<file path="src/rtl/reorder_buffer.sv">
// rtl/reorder_buffer.sv - dual-issue, dual-commit in-order reorder buffer
package core_pkg;
    parameter int XLEN = 32;
endpackage

module reorder_buffer #(
    parameter int XLEN        = core_pkg::XLEN,
    parameter int ROB_ENTRIES = 16,
    parameter int IDX_W       = $clog2(ROB_ENTRIES)
) (
    input  logic                        clk,
    input  logic                        reset,
    input  logic [1:0]                  alloc_valid,
    input  logic [1:0]                  alloc_has_rd,
    input  logic [1:0][4:0]             alloc_rd,
    output logic                        alloc_ready,
    output logic [1:0][IDX_W-1:0]       alloc_idx,
    input  logic [1:0]                  wb_valid,
    input  logic [1:0][IDX_W-1:0]       wb_idx,
    input  logic [1:0][XLEN-1:0]        wb_data,
    input  logic [1:0]                  wb_exc,
    output logic [1:0]                  commit_wen,
    output logic [1:0][4:0]             commit_waddr,
    output logic [1:0][XLEN-1:0]        commit_wdata,
    output logic                        flush,
    output logic [IDX_W:0]              count
);

    logic [ROB_ENTRIES-1:0] busy;
    logic [ROB_ENTRIES-1:0] done;
    logic [ROB_ENTRIES-1:0] exc;
    logic [ROB_ENTRIES-1:0] has_rd;
    logic [4:0]             rd   [ROB_ENTRIES];
    logic [XLEN-1:0]        data [ROB_ENTRIES];

    logic [IDX_W-1:0] head;
    logic [IDX_W-1:0] tail;
    logic [IDX_W-1:0] head1;
    logic [IDX_W-1:0] tail1;

    logic       acc0;
    logic       acc1;
    logic       ret0;
    logic       ret1;
    logic       same_rd;
    logic       exc_head;
    logic [1:0] n_alloc;
    logic [1:0] n_ret;

    assign head1 = head + IDX_W'(1);
    assign tail1 = tail + IDX_W'(1);

    // Readiness deliberately ignores entries retiring this cycle.
    assign alloc_ready  = (count <= (IDX_W+1)'(ROB_ENTRIES - 2));
    assign alloc_idx[0] = tail;
    assign alloc_idx[1] = tail1;

    assign acc0 = alloc_ready & alloc_valid[0];
    assign acc1 = acc0 & alloc_valid[1];

    // A younger write to the same register is deferred so the register file
    // never sees two writes to one address in a single cycle.
    assign same_rd  = has_rd[head] & has_rd[head1] & (rd[head] == rd[head1]);
    assign ret0     = busy[head] & done[head] & ~exc[head];
    assign ret1     = ret0 & busy[head1] & done[head1] & ~exc[head1] & ~same_rd;
    assign exc_head = busy[head] & done[head] & exc[head];

    assign n_alloc = 2'(acc0) + 2'(acc1);
    assign n_ret   = 2'(ret0) + 2'(ret1);

    always_ff @(posedge clk) begin
        if (reset || exc_head) begin
            head  <= '0;
            tail  <= '0;
            count <= '0;
            busy  <= '0;
            done  <= '0;
            exc   <= '0;
        end else begin
            head  <= head + IDX_W'(n_ret);
            tail  <= tail + IDX_W'(n_alloc);
            count <= count + (IDX_W+1)'(n_alloc) - (IDX_W+1)'(n_ret);
            for (int i = 0; i < ROB_ENTRIES; i++) begin
                if (wb_valid[0] && wb_idx[0] == IDX_W'(i) && busy[i]) begin
                    done[i] <= 1'b1;
                    exc[i]  <= wb_exc[0];
                end
                if (wb_valid[1] && wb_idx[1] == IDX_W'(i) && busy[i]) begin
                    done[i] <= 1'b1;
                    exc[i]  <= wb_exc[1];
                end
                if ((ret0 && head == IDX_W'(i)) || (ret1 && head1 == IDX_W'(i))) begin
                    busy[i] <= 1'b0;
                    done[i] <= 1'b0;
                end
                if ((acc0 && tail == IDX_W'(i)) || (acc1 && tail1 == IDX_W'(i))) begin
                    busy[i] <= 1'b1;
                    done[i] <= 1'b0;
                    exc[i]  <= 1'b0;
                end
            end
        end
    end

    // Payload storage is qualified by the control bits, so it needs no reset.
    always_ff @(posedge clk) begin
        for (int i = 0; i < ROB_ENTRIES; i++) begin
            if (wb_valid[0] && wb_idx[0] == IDX_W'(i) && busy[i]) begin
                data[i] <= wb_data[0];
            end
            if (wb_valid[1] && wb_idx[1] == IDX_W'(i) && busy[i]) begin
                data[i] <= wb_data[1];
            end
            if (acc0 && tail == IDX_W'(i)) begin
                has_rd[i] <= alloc_has_rd[0];
                rd[i]     <= alloc_rd[0];
            end
            if (acc1 && tail1 == IDX_W'(i)) begin
                has_rd[i] <= alloc_has_rd[1];
                rd[i]     <= alloc_rd[1];
            end
        end
    end

    always_ff @(posedge clk) begin
        if (reset) begin
            commit_wen   <= '0;
            commit_waddr <= '0;
            commit_wdata <= '0;
            flush        <= 1'b0;
        end else begin
            flush         <= exc_head;
            commit_wen[0] <= ret0 && has_rd[head] && (rd[head] != 5'd0);
            commit_wen[1] <= ret1 && has_rd[head1] && (rd[head1] != 5'd0);
            if (ret0) begin
                commit_waddr[0] <= rd[head];
                commit_wdata[0] <= data[head];
            end
            if (ret1) begin
                commit_waddr[1] <= rd[head1];
                commit_wdata[1] <= data[head1];
            end
        end
    end

endmodule

</file>
<file path="config.mk">
export PLATFORM = sky130hd
export DESIGN_NAME = reorder_buffer
export DESIGN_NICKNAME = d
export VERILOG_FILES = /design/src/rtl/reorder_buffer.sv
export SDC_FILE = /design/constraint.sdc
export NUM_CORES = 1
export LEC_CHECK = 0
export CAP_MARGIN = 20
export CORE_ASPECT_RATIO = 1.5
export CORE_UTILIZATION = 45
export CTS_CLUSTER_SIZE = 8
export DETAILED_ROUTE_END_ITERATION = 12
export PLACE_DENSITY = 0.68
export SYNTH_ARGS = -nofsm -noshare
export SYNTH_HDL_FRONTEND = slang
export SYNTH_SLANG_ARGS = --single-unit
</file>
<file path="constraint.sdc">
create_clock -name clk -period 6.45 [get_ports clk]
set_clock_uncertainty 0.05 [all_clocks]
set_input_delay 0.9675 -clock clk [delete_from_list [all_inputs] [get_ports clk]]
set_output_delay 0.9675 -clock clk [all_outputs]
set_load 0.1 [all_outputs]
</file>
==> flow_metrics.tcl <==
set metrics [dict create \
    io_buffers 182 \
    drc_errors 4 \
    worstMarginPinSlew_ns 1.17 \
    drive_gt1_share_pct 43.5 \
    min_from "commit_wdata[32]$_SDFFE_PP0P_" \
    ys_ff_latch 746 \
    cp.arrival_ns 5.83 \
    finalPower_mw 11.5 \
    cts_tree "done" \
    relSlewSlack_pct 19.7 \
    wl_per_cell_um 33.9 \
    grt_overflow_total 0 \
    vias_per_cell 6.68 \
    finalSetupTns_ns 0 \
    fin_crit_sh_pct 82.2 \
    ir_drop_v 0.000220 \
    end_kind "register" \
    synthFlopType "edfxtp_1" \
    ys_warn_count 0 \
    grt_max_degree 139 \
    cts_setup_buffers 0 \
    yosys-top-cells-area "edfxtp_1 43%, mux4_2 20%, mux2_2 16%" \
    pre_cts_ws_ns 1.24 \
    final.setup.worst_slack_ns 1.15 \
    cts_resized 0 \
    clockBufferDepth 3 \
    coreArea_um2 92900 \
    drv_cap 0 \
    dieWidth_um 252 \
    max_freq_mhz 189 \
    synth-seq-area-share_pct 49.9 \
    start_util_pct 45.3 \
    hold_buffers 0 \
    core.rowCount 137 \
    final_hold_viol_count 0 \
    crit-reg2reg-capture "count[4]$_SDFF_PP0_" \
    synth.avg_cell_area_um2 15.9 \
    yosys.area.top_type "edfxtp_1" \
    multi_input_area_um2 19800 \
    register_area_um2 21000 \
    io_pins 183 \
    cp-start-kind "register" \
    area_growth_pct 14.2 \
    cp_data_required_time_ns 6.98 \
    routed_wl_mm 138 \
    grtUsageTotal_pct 29.4 \
    min_period_ns 5.30 \
    grt_pass1_wl_mm 199 \
    postSynthCellCount 2652 \
    place_congestion 0.973 \
    p_leak_nw 15.2 \
    cts_root_buffer "clkbuf_16" \
    rsz0062_at_grt "false" \
    r2r_cells 19 \
    yosysTopAreaCellShare_pct 43.3 \
    rr_startpoint "head[0]$_SDFF_PP0_" \
    antenna_found_initial 14 \
    powerDensity_nw_per_um2 238 \
    clkSinkCount 746 \
    syn_nets 2770 \
    cts-htree-levels 3 \
    vias 27300 \
    dr.pass1.iters 9 \
    setup_viol 0 \
    filler_cell_count 7713 \
    syn_area_um2 42100 \
    ys_top_cells_by_count "608 x edfxtp_1, 608 x mux2_2, 381 x mux4_2" \
    die_area_um2 94900 \
    die_h_um 377 \
    detail-route-antenna-nets 0 \
    finalMaxSlewViolations 0 \
    synth_edf_count 608 \
    drtIter0Drc 2996 \
    finalNetCount 2860 \
    min_to "commit_wdata[32]$_SDFFE_PP0P_" \
    hold_class "register to register" \
    r2r_setup_slack_ns 1.15 \
    cts_buffers 103 \
    criticalPathCategory "register to register" \
    violations "design-rule violations" \
    grt_pass1_vias 28000 \
    min_path_cells 2 \
    hpwlAfterDp_mm 83.0 \
    clock_latency_ns 0.73 \
    synth_cell_type_count 59 \
    clkTransAtPathRegs_ns 0.05 \
    outcome "finished, violations left" \
    crit_fanout 97 \
    async_reset_ff_share_pct 0 \
]
worst max-delay path by stage:
stage	start	end	slack, ns	depth (start not counted)
floorplan	head[1]$_SDFF_PP0_	count[4]$_SDFF_PP0_	1.41	24
global placement	head[1]$_SDFF_PP0_	count[4]$_SDFF_PP0_	1.32	18
detailed placement	head[0]$_SDFF_PP0_	count[4]$_SDFF_PP0_	1.24	21
CTS	head[0]$_SDFF_PP0_	count[4]$_SDFF_PP0_	1.21	21
global route	head[0]$_SDFF_PP0_	count[4]$_SDFF_PP0_	0.87	19
finish	head[0]$_SDFF_PP0_	count[4]$_SDFF_PP0_	1.15	19
sequential cells by signal (all words and copies together), names as in the netlist:
register and cells:
done 16, has_rd 16, commit_waddr 10, tail 4
flush 1, head 4, commit_wdata 64, busy 16
exc 16, commit_wen 2, rd 80, count 5
data 512
routing by layer:
metal,part of all wire [%],GRT usage (%)
met1,36,35.5
met3,8.8,6.11
met5,0.11,0
met2,50,49.0
met4,5.8,16.3
per-stage QoR:
step,cells,hold WS [ns],instance area [µm²],utilization [%]
after floorplan,2652,0.417,42100,-
after global placement,3882,0.412,45000,48.4
after detailed placement,3884,0.420,45000,48.4
after CTS,4076,0.429,48000,51.7
after global routing,4083,0.451,48100,51.8
final,4084,0.424,48100,51.8
cells by family (layout without fill, tap and decap cells):
logic type / count (synthesis) / after routing / share of synthesized area, %
DFF: 746 / 746 / 49.9
other: 0 / 4 / 0
AOI/OAI and AO/OA: 120 / 120 / 2.50
muxes: 1091 / 1091 / 39.0
buffers and inverters: 309 / 486 / 3.24
xor gates and xnor gates: 18 / 18 / 0.437
adders and majority gates: 26 / 26 / 0.844
and+or+nand+nor: 342 / 342 / 4.03
cells in the final DEF, fill, tap and decap left out, types with 5 or more instances in the layout:
| cell type | n |
|---|---|
| mux2i_1 | 102 |
| dfxtp_1 | 134 |
| buf_12 | 5 |
| xnor2_1 | 5 |
| a211oi_1 | 6 |
| nand3_1 | 21 |
| clkdlybuf4s50_1 | 181 |
| clkbuf_16 | 104 |
| buf_4 | 65 |
| mux2_2 | 608 |
| a2111oi_0 | 21 |
| and3_1 | 5 |
| nand2b_1 | 77 |
| nand3_2 | 5 |
| nor3_1 | 25 |
| a22oi_1 | 22 |
| clkbuf_1 | 81 |
| edfxtp_1 | 608 |
| o211ai_1 | 12 |
| nor2b_1 | 8 |
| o32ai_1 | 6 |
| and2_1 | 5 |
| a31o_2 | 8 |
| xor2_1 | 10 |
| a21oi_1 | 5 |
| nand2_1 | 67 |
| ha_1 | 21 |
| o2111ai_1 | 5 |
| nor2_1 | 97 |
| and3_2 | 12 |
| mux4_2 | 381 |
| inv_1 | 36 |
critical path, cell delays in order, from the launching register on:
cell     delay, ns
dfxtp_4       0.39
buf_12        0.46
nand3_2       0.27
xor2_1        0.47
mux2i_1       0.37
xnor2_1       0.20
and3_1        0.68
a21o_2        0.28
inv_4         0.08
ha_1          0.34
ha_1          0.29
inv_1         0.07
ha_1          0.18
inv_1         0.08
fa_1          0.46
inv_1         0.07
a21o_1        0.11
a21oi_1       0.07
xor2_1        0.13
nor2_1        0.05
report_power, final:
| group | switching, mW | leakage [nW] | internal [mW] |
|---|---|---|---|
| Clock | 2.15 | 1.43 | 3.02 |
| Combinational | 0.593 | 7.14 | 0.381 |
| Sequential | 0.0551 | 6.59 | 5.27 |
| Total | 2.80 | 15.2 | 8.67 |
layout make-up:
type	count	area share (%)
multi-input combinational	1597	41.2
clock inverter	7	0.268
inverter	38	0.302
clock buffer	185	6.04
sequential	746	43.7
tap	1251	3.25
antenna	4	0.0208
timing repair buffer	256	5.14
No activity file was read; power rests on OpenSTA's default activity.
